<file path="src/rtl/sha_ctrl_pkg.sv">
// Shared constants and types for the SHA-256 miner control path:
// FSM state encoding, round count and the block phase codes seen by the H registers.
package sha_ctrl_pkg;

  localparam int SHA_ROUNDS = 64;
  localparam int ROUND_W    = $clog2(SHA_ROUNDS);
  localparam int NONCE_W    = 32;

  localparam logic [1:0] BLK_IDLE   = 2'd0;
  localparam logic [1:0] BLK_HDR1   = 2'd1;
  localparam logic [1:0] BLK_HDR2   = 2'd2;
  localparam logic [1:0] BLK_DIGEST = 2'd3;

  typedef enum logic [2:0] {
    ST_IDLE,
    ST_LOAD,
    ST_ROUND,
    ST_FF,
    ST_CHECK
  } state_t;

  // Chunk order is HDR1 -> HDR2 -> DIGEST; the caller decides what follows DIGEST.
  function automatic logic [1:0] next_block(input logic [1:0] blk);
    return blk + 2'd1;
  endfunction

endpackage

</file>
<file path="src/rtl/sha_miner_sequencer_if.sv">
// Job/control bundle between a host (master) and the miner sequencer (slave).
// Carries job launch/abort, the compare result and the per-round control strobes.
interface sha_miner_sequencer_if;
  import sha_ctrl_pkg::*;

  logic               start;
  logic               abort;
  logic [NONCE_W-1:0] nonce_start;
  logic [NONCE_W-1:0] nonce_end;
  logic               hit;

  logic [1:0]         block;
  logic [ROUND_W-1:0] round;
  logic               w_load;
  logic               round_en;
  logic               ff_en;
  logic [NONCE_W-1:0] nonce;
  logic               busy;
  logic               done;
  logic               found;

  modport master (
    output start, abort, nonce_start, nonce_end, hit,
    input  block, round, w_load, round_en, ff_en, nonce, busy, done, found
  );

  modport slave (
    input  start, abort, nonce_start, nonce_end, hit,
    output block, round, w_load, round_en, ff_en, nonce, busy, done, found
  );

endinterface

</file>
<file path="src/rtl/sha_miner_sequencer_round_ctr.sv">
// Compression round counter: clears to 0, advances on en, flags the final round.
module sha_round_ctr
  import sha_ctrl_pkg::*;
(
  input  logic               clk,
  input  logic               rst,
  input  logic               clr,
  input  logic               en,
  output logic [ROUND_W-1:0] count,
  output logic               last
);

  logic [ROUND_W-1:0] count_reg;

  always_ff @(posedge clk) begin
    if (rst || clr) begin
      count_reg <= '0;
    end else if (en) begin
      count_reg <= count_reg + ROUND_W'(1);
    end
  end

  assign count = count_reg;
  assign last  = (count_reg == ROUND_W'(SHA_ROUNDS - 1));

endmodule

</file>
<file path="src/rtl/sha_miner_sequencer.sv">
// Sequences three 64-round SHA-256 chunks per nonce and checks the target result.
// Define NONCE_SWEEP_EN to sweep nonce_start..nonce_end until a hit; otherwise one nonce per job.
module sha_miner_sequencer
  import sha_ctrl_pkg::*;
(
  input logic                  clk,
  input logic                  rst,
  sha_miner_sequencer_if.slave bus
);

  state_t             state_reg;
  logic [1:0]         block_reg;
  logic [NONCE_W-1:0] nonce_reg;
  logic               w_load_reg;
  logic               round_en_reg;
  logic               ff_en_reg;
  logic               busy_reg;
  logic               done_reg;
  logic               found_reg;

  logic [ROUND_W-1:0] round_cnt;
  logic               round_last;
  logic               abort_act;
  logic               ctr_clr;
  logic               ctr_en;

  assign abort_act = bus.abort && (state_reg != ST_IDLE);

  // Counter only runs inside ROUND; it holds 63 through FF and drops to 0 on the way out.
  assign ctr_clr = (state_reg != ST_ROUND) || abort_act;
  assign ctr_en  = (state_reg == ST_ROUND) && !round_last;

  sha_round_ctr u_round_ctr (
    .clk   (clk),
    .rst   (rst),
    .clr   (ctr_clr),
    .en    (ctr_en),
    .count (round_cnt),
    .last  (round_last)
  );

`ifdef NONCE_SWEEP_EN
  logic [NONCE_W-1:0] nonce_end_reg;

  always_ff @(posedge clk) begin
    if (rst) begin
      nonce_end_reg <= '0;
    end else if (state_reg == ST_IDLE && bus.start) begin
      nonce_end_reg <= bus.nonce_end;
    end
  end
`else
  logic unused_nonce_end;
  assign unused_nonce_end = ^bus.nonce_end;
`endif

  always_ff @(posedge clk) begin
    if (rst) begin
      state_reg    <= ST_IDLE;
      block_reg    <= BLK_IDLE;
      nonce_reg    <= '0;
      w_load_reg   <= 1'b0;
      round_en_reg <= 1'b0;
      ff_en_reg    <= 1'b0;
      busy_reg     <= 1'b0;
      done_reg     <= 1'b0;
      found_reg    <= 1'b0;
    end else begin
      w_load_reg   <= 1'b0;
      round_en_reg <= 1'b0;
      ff_en_reg    <= 1'b0;
      done_reg     <= 1'b0;

      if (abort_act) begin
        state_reg <= ST_IDLE;
        block_reg <= BLK_IDLE;
        busy_reg  <= 1'b0;
        found_reg <= 1'b0;
      end else begin
        case (state_reg)
          ST_IDLE: begin
            if (bus.start) begin
              state_reg  <= ST_LOAD;
              block_reg  <= BLK_HDR1;
              nonce_reg  <= bus.nonce_start;
              found_reg  <= 1'b0;
              busy_reg   <= 1'b1;
              w_load_reg <= 1'b1;
            end
          end

          ST_LOAD: begin
            state_reg    <= ST_ROUND;
            round_en_reg <= 1'b1;
          end

          ST_ROUND: begin
            if (round_last) begin
              state_reg <= ST_FF;
              ff_en_reg <= 1'b1;
            end else begin
              round_en_reg <= 1'b1;
            end
          end

          ST_FF: begin
            if (block_reg == BLK_DIGEST) begin
              state_reg <= ST_CHECK;
              block_reg <= BLK_IDLE;
            end else begin
              state_reg  <= ST_LOAD;
              block_reg  <= next_block(block_reg);
              w_load_reg <= 1'b1;
            end
          end

          ST_CHECK: begin
`ifdef NONCE_SWEEP_EN
            // End test comes before the increment so nonce_end = all-ones never wraps.
            if (bus.hit || nonce_reg == nonce_end_reg) begin
              state_reg <= ST_IDLE;
              busy_reg  <= 1'b0;
              done_reg  <= 1'b1;
              found_reg <= bus.hit;
            end else begin
              nonce_reg  <= nonce_reg + NONCE_W'(1);
              state_reg  <= ST_LOAD;
              block_reg  <= BLK_HDR1;
              w_load_reg <= 1'b1;
            end
`else
            state_reg <= ST_IDLE;
            busy_reg  <= 1'b0;
            done_reg  <= 1'b1;
            found_reg <= bus.hit;
`endif
          end

          default: begin
            state_reg <= ST_IDLE;
            block_reg <= BLK_IDLE;
            busy_reg  <= 1'b0;
          end
        endcase
      end
    end
  end

  assign bus.block    = block_reg;
  assign bus.round    = round_cnt;
  assign bus.w_load   = w_load_reg;
  assign bus.round_en = round_en_reg;
  assign bus.ff_en    = ff_en_reg;
  assign bus.nonce    = nonce_reg;
  assign bus.busy     = busy_reg;
  assign bus.done     = done_reg;
  assign bus.found    = found_reg;

endmodule
</file>
<file path="src/flat_wrapper.sv">
// flat-port wrapper written by rule: the top's interface ports become plain ports
module sha_miner_sequencer_flat import sha_ctrl_pkg::*;
  (clk, rst, bus_start, bus_abort, bus_nonce_start, bus_nonce_end, bus_hit, bus_block, bus_round, bus_w_load, bus_round_en, bus_ff_en, bus_nonce, bus_busy, bus_done, bus_found);
  sha_miner_sequencer_if bus_i ();
  input logic clk;
  input logic rst;
  input wire logic [$bits(bus_i.start)-1:0] bus_start;
  input wire logic [$bits(bus_i.abort)-1:0] bus_abort;
  input wire logic [$bits(bus_i.nonce_start)-1:0] bus_nonce_start;
  input wire logic [$bits(bus_i.nonce_end)-1:0] bus_nonce_end;
  input wire logic [$bits(bus_i.hit)-1:0] bus_hit;
  output wire logic [$bits(bus_i.block)-1:0] bus_block;
  output wire logic [$bits(bus_i.round)-1:0] bus_round;
  output wire logic [$bits(bus_i.w_load)-1:0] bus_w_load;
  output wire logic [$bits(bus_i.round_en)-1:0] bus_round_en;
  output wire logic [$bits(bus_i.ff_en)-1:0] bus_ff_en;
  output wire logic [$bits(bus_i.nonce)-1:0] bus_nonce;
  output wire logic [$bits(bus_i.busy)-1:0] bus_busy;
  output wire logic [$bits(bus_i.done)-1:0] bus_done;
  output wire logic [$bits(bus_i.found)-1:0] bus_found;
  assign bus_i.start = bus_start;
  assign bus_i.abort = bus_abort;
  assign bus_i.nonce_start = bus_nonce_start;
  assign bus_i.nonce_end = bus_nonce_end;
  assign bus_i.hit = bus_hit;
  assign bus_block = bus_i.block;
  assign bus_round = bus_i.round;
  assign bus_w_load = bus_i.w_load;
  assign bus_round_en = bus_i.round_en;
  assign bus_ff_en = bus_i.ff_en;
  assign bus_nonce = bus_i.nonce;
  assign bus_busy = bus_i.busy;
  assign bus_done = bus_i.done;
  assign bus_found = bus_i.found;
  sha_miner_sequencer u_core (.clk(clk), .rst(rst), .bus(bus_i));
endmodule
</file>
<file path="config.mk">
export PLATFORM = sky130hd
export DESIGN_NAME = sha_miner_sequencer_flat
export DESIGN_NICKNAME = d
export VERILOG_FILES = /design/src/rtl/sha_ctrl_pkg.sv /design/src/rtl/sha_miner_sequencer_if.sv /design/src/rtl/sha_miner_sequencer_round_ctr.sv /design/src/rtl/sha_miner_sequencer.sv /design/src/flat_wrapper.sv
export SDC_FILE = /design/constraint.sdc
export NUM_CORES = 1
export LEC_CHECK = 0
export ABC_AREA = 1
export BUFFER_PORTS_ARGS = -buffer_cell sky130_fd_sc_hd__buf_2
export CAP_MARGIN = 20
export CORE_ASPECT_RATIO = 0.9
export CORE_MARGIN = 5
export CORE_UTILIZATION = 43
export DETAILED_ROUTE_END_ITERATION = 12
export GPL_ROUTABILITY_DRIVEN = 0
export PLACE_DENSITY = 0.78
export SLEW_MARGIN = 40
export SYNTH_ARGS = -nofsm -noshare
export SYNTH_HDL_FRONTEND = slang
export SYNTH_SLANG_ARGS = --single-unit
</file>
<file path="constraint.sdc">
create_clock -name clk -period 1.5 [get_ports clk]
set_input_delay 0.225 -clock clk [delete_from_list [all_inputs] [get_ports clk]]
set_output_delay 0.225 -clock clk [all_outputs]
set_load 0.02 [all_outputs]
</file>
# [Word level (Yosys, flattened, before mapping)]
# Cells that the tools add are included.
[word_totals] ff_bits=49 input_bits=69 out_inout_bits=46 elab_cells=60
[classes] add_sub_neg=2 n_eq_ne=9 muxes=18 bitwise=4 reduce_logical=17
[op_table] operator="3-bit case mux with 4 select lines" count=1
[op_table] operator="3-bit two-way mux" count=3
[op_table] operator="3-bit OR reduction" count=3
[op_table] operator="1-bit case mux with 2 select lines" count=4
[op_table] operator="2-bit AND reduction" count=4
[op_table] operator="1-bit two-way mux" count=7
[op_table] operator="6-bit by 1-bit adder with 6-bit output (second input constant)" count=1
[op_table] operator="3-bit by 2-bit == test with 1-bit output (second input constant)" count=2
[op_table] operator="6-bit == test (second input constant)" count=1
[op_table] operator="2-bit case mux with 3 select lines" count=1
[op_table] operator="2-bit two-way mux" count=2
[op_table] operator="1-bit inverter" count=4
[op_table] operator="3-bit by 1-bit == test with 1-bit output (second input constant)" count=1
[op_table] operator="3-bit == test (second input constant)" count=1
[op_table] operator="3-bit logical NOT" count=1
[op_table] operator="3-bit by 2-bit != test with 1-bit output (second input constant)" count=1
[op_table] operator="3-bit AND reduction" count=1
[op_table] operator="3-bit nonzero test" count=1
[op_table] operator="2-bit by 1-bit adder with 2-bit output (second input constant)" count=1
[op_table] operator="2-bit == test (second input constant)" count=1
[op_table] operator="1-bit logical AND" count=2
[op_table] operator="1-bit logical OR" count=2
[op_table] operator="2-bit by 1-bit != test with 1-bit output (second input constant)" count=1
[op_table] operator="2-bit != test (second input constant)" count=1
[op_table] operator="other kinds (3)" count=3

# [Depth between registers and ports, before layout]
[depth] ltp_word=4 ltp_mapped=8 ltp_nobuf=8

# [Hierarchy]
# Synthesis repeated with hierarchy kept, for this count alone.
[hier_totals] hier_cells=248 hier_area_um2=1933.1
[modules_own_cells] module="sha_miner_sequencer" instances=1 cells_each=211 area_each_um2=1665.3 seq_area_each_um2=860.8
[modules_own_cells] module="sha_round_ctr" instances=1 cells_each=37 area_each_um2=267.8 seq_area_each_um2=120.1

# [Worst setup path after synthesis]
# OpenSTA, ideal clock, no wires.
[synth_path] path_type="flip-flop to flip-flop" from="register u_core.u_round_ctr.count_reg[0] (netlist: u_core.u_round_ctr.count[0])" to="register u_core.u_round_ctr.count_reg[3] (netlist: u_core.u_round_ctr.count[3])" setup_ps=70 arrival_time_ps=1354 required_ps=1430 slack_ps=77 stages_incl_launch_ff=8 path_buffers=0 synth_period_minus_slack_ps=1423 cell_sequence="dfxtp_1 > ha_1 > nand3_1 > nor2_4 > inv_1 > nand2_1 > nand2_1 > a21oi_1"
[synth_between] elab_chain_cells=3 word_cells_on_any_way=4 cone_classes="1 x add/sub; 1 x eq/ne; 2 x reduce/logical"
[synth_lines] item="start: declaration" line="sha_miner_sequencer_round_ctr.sv:13" rtl="logic [ROUND_W-1:0] count_reg;"
[synth_lines] item="start signal: assignment" line="sha_miner_sequencer_round_ctr.sv:19" rtl="count_reg <= count_reg + ROUND_W'(1);"
[synth_lines] item="branches (longest 3 deep; another with 6-bit by 1-bit adder with 6-bit output)"
# Several ways; the timed one is not identified.
# A chain may end at the register's enable or synchronous reset.

# [Worst setup path after layout]
[layout_path] from="register u_core.state_reg[2]" to="register u_core.u_round_ctr.count_reg[4] (netlist: u_core.u_round_ctr.count[4])"
[layout_between] elab_chain_cells=4 word_cells_on_any_way=7 cone_classes="2 x eq/ne; 5 x reduce/logical"
[layout_lines] item="start: declaration" line="sha_miner_sequencer.sv:11" rtl="state_t state_reg;"
[layout_lines] item="start signal: assignment" line="sha_miner_sequencer.sv:59" rtl="state_reg <= ST_IDLE;"
[layout_lines] item="start signal: assignment" line="sha_miner_sequencer.sv:75" rtl="state_reg <= ST_IDLE;"
[layout_lines] item="start signal: assignment" line="sha_miner_sequencer.sv:83" rtl="state_reg <= ST_LOAD;"
[layout_lines] item="3-bit nonzero test" line="sha_miner_sequencer.sv:27" rtl="assign abort_act = bus.abort && (state_reg != ST_IDLE);"
[layout_lines] item="1-bit logical AND" line="sha_miner_sequencer.sv:27"
[layout_lines] item="1-bit logical OR" line="sha_miner_sequencer.sv:30" rtl="assign ctr_clr = (state_reg != ST_ROUND) || abort_act;"
[layout_lines] item="1-bit logical OR" line="sha_miner_sequencer_round_ctr.sv:16" rtl="if (rst || clr) begin"
# Several ways; a longest one is shown, not always the timed one.

==> run_results.csv <==
group,metric,value,unit
status,status,"finished clean",
logic_synthesis,avgSynthCellArea,7.96,um2
sta,setup_viol,0,
routing,drt_iter0_drc,104,
clock_tree,cts_tree,"built",
sta,hold_viol_final,0,
sta,max_slew_margin,74.8,%
sta,fin_ws,0.138,ns
logic_synthesis,yosysWarnings,0,
setup_path,cp-start-kind,"flip-flop",
grt,first_global_vias,1659,
final_layout,antenna_cells,0,
sta,finalCritPeriodShare,90.8,%
die,rows,23,
routing,ant_nets,0,
clock_tree,clkLatencyLatePin,0.28,ns
placed_design,post-dp-hpwl,3.32,mm
setup_path,crit_arrival,1.58,ns
die,ios,115,
setup_path,rrSetupSlack,0.14,ns
logic_synthesis,syn_area,1980,um2
final_layout,final_nets,404,
grt,grt_use_total,14.3,%
placed_design,place_ws,0.0946,ns
setup_path,path_max_fanout,11,
logic_synthesis,synth-seq-cells,49,
flow_run,drv_cap,0,
power_and_ir_drop,power,3.34,mW
sta,period_needed,1.36,ns
clock_tree,htree_levels,2,
setup_path,worstSetupEndpoint,"u_core.u_round_ctr.count[4]",
sta,rsz0062_at_grt,"yes",
clock_tree,clk_pin_slew,0.08,ns
setup_path,ff2ff_path_depth,7,
die,initial_core_util,44.5,%
die,die_w,81.6,um
setup_path,critical_path_class,"reg -> reg",
setup_path,cp.required,1.72,ns
grt,overflow,0,
routing,routedWlPerCell,11.0,um
routing,route.detailed.drc,0,
setup_path,regToRegEndpoint,"u_core.u_round_ctr.count[4]",
final_layout,largest_reg_flops,32,
routing,vias_per_cell,4.54,
sta,fmax,0.734,GHz
die,coreArea,4460,um2
die,die_h,74.4,um
power_and_ir_drop,ir_drop,0.000807,V
sta,worst_pin_slew,0.378,ns
grt,antenna_found_initial,0,
final_layout,drive_gt1_share,32.1,%
sta,final_max_slew_viol_count,0,
setup_path,startpoint,"u_core.state_reg[2]",
logic_synthesis,syn-num-nets,320,
setup_path,end_kind,"flip-flop",
hold_path,hold_path.class,"in -> reg",
placed_design,portBuffers,82,
routing,vias,1795,
sta,fin_skew,0.00380,ns
grt,grt_max_degree,68,
logic_synthesis,ys_types,24,
routing,dr.pass1.iters,4,
routing,postRouteWirelength,4.33,mm
clock_tree,cts_buffers,5,
grt,grt_pass1_wl,6.97,mm
power_and_ir_drop,power_leakage,1.23,nW
clock_tree,cts_sinks,49,
final_layout,area_growth,28.1,%
clock_tree,cts_max_path_buffers,2,
setup_path,r2r-start,"u_core.state_reg[2]",
power_and_ir_drop,p_per_area,1320,nW/um2
clock_tree,clockRootBuffer,"clkbuf_8",
clock_tree,cts_hold_repair.buffers,0,
logic_synthesis,seq_area_frac_synth,49.5,%
die,die_area,6070,um2
hold_path,hp-start,"bus_hit",
logic_synthesis,syn_inst,249,
-- where the power goes --
group          total [mW]  internal [mW]  switching [mW]
Sequential           1.60           1.49           0.104
Combinational        1.00          0.354           0.649
Clock               0.746          0.366           0.379
Total                3.34           2.21            1.13
-- timing repair --
item / in CTS / in global routing
buffers inserted: 0 / 1
endpoints found under the setup margin: 0 / 4
gates resized for setup: 0 / 2
hold endpoints to repair: 0 / 0
-- through the flow --
stage                     cells  TNS (ns)  util [%]  hold slack, ns  area, um2
after floorplan             249         0         -           0.372       1980
after global placement      387         0      54.7           0.427       2440
after detailed placement    387         0      54.7           0.433       2440
after CTS                   394         0      56.6           0.183       2520
after global routing        395  -0.00353      56.9           0.192       2540
final                       395         0      56.9           0.193       2540
-- logic make-up after synthesis --
logic type | share of synthesized area (%)
AOI/OAI and AO/OA | 19.2
xor gates and xnor gates | 0.883
adders and majority gates | 1.26
buffers and inverters | 14.2
DFF | 49.5
and+or+nand+nor | 15.0
-- layer usage --
layer,up-vias,global-route usage (%),part of all wire (%)
met1,793,16.7,44
met3,5,2.30,6.2
met4,0,4.98,1.2
met2,44,26.4,49
li1,953,-,-
met5,-,0,0
-- critical path: stages (launching register included) --
cell and delay (ns):
dfxtp_1 0.32, inv_1 0.29, nand2_1 0.12, nand2_1 0.10, nand2_2 0.13, nor2_4 0.15, inv_2 0.07, a21oi_1 0.12
-- Yosys cell counts --
| library cell | count | share of area [%] |
|---|---|---|
| nor3_1 | 2 | 0.50 |
| inv_1 | 50 | 9.5 |
| nand2_2 | 2 | 0.63 |
| nor3b_1 | 1 | 0.38 |
| nand3b_1 | 1 | 0.38 |
| inv_2 | 1 | 0.19 |
| nand3_2 | 1 | 0.50 |
| clkbuf_1 | 3 | 0.57 |
| buf_6 | 5 | 2.8 |
| nand4_1 | 2 | 0.63 |
| nor2_4 | 4 | 2.3 |
| nand2_1 | 25 | 4.7 |
| or2_2 | 1 | 0.32 |
| nand3_4 | 1 | 0.88 |
| clkbuf_2 | 2 | 0.50 |
| dfxtp_1 | 49 | 49 |
| a21oi_1 | 41 | 10 |
| nor2_1 | 8 | 1.5 |
| xor2_1 | 2 | 0.88 |
| buf_4 | 1 | 0.38 |
| nand3_1 | 9 | 2.3 |
| o21ai_0 | 35 | 8.8 |
| buf_2 | 1 | 0.25 |
| ha_1 | 2 | 1.3 |
-- how the worst min path moves through the flow --
stage | end | depth (start not counted) | slack [ns]
5_1_grt | u_core.bus.found | 3 | 0.19
2_1_floorplan | u_core.bus.found | 2 | 0.37
3_5_place_dp | u_core.bus.nonce[30] | 2 | 0.43
3_3_place_gp | u_core.bus.nonce[14] | 2 | 0.43
4_1_cts | u_core.bus.found | 3 | 0.18
6_report | u_core.bus.found | 3 | 0.19
-- final cells by class --
| class | instances | area (um2) |
|---|---|---|
| fill | 444 | 1920 |
| sequential | 49 | 981 |
| multi-input combinational | 137 | 728 |
| timing repair buffer | 89 | 475 |
| inverter | 51 | 191 |
| clock buffer | 7 | 86.3 |
| tap | 62 | 77.6 |
-- placed cells by master (no fill, tap or decap), types with 3 or more instances in the layout --
cell | netlist | routed
o21ai_0 | 35 | 35
a21oi_1 | 41 | 41
nor2_1 | 8 | 8
clkbuf_8 | 0 | 6
buf_4 | 1 | 6
inv_1 | 50 | 50
nand2_2 | 2 | 3
nand2_1 | 25 | 24
dfxtp_1 | 49 | 49
nor2_4 | 4 | 4
nand3_1 | 9 | 8
buf_2 | 1 | 82
Power figures use the tool's default switching activity.
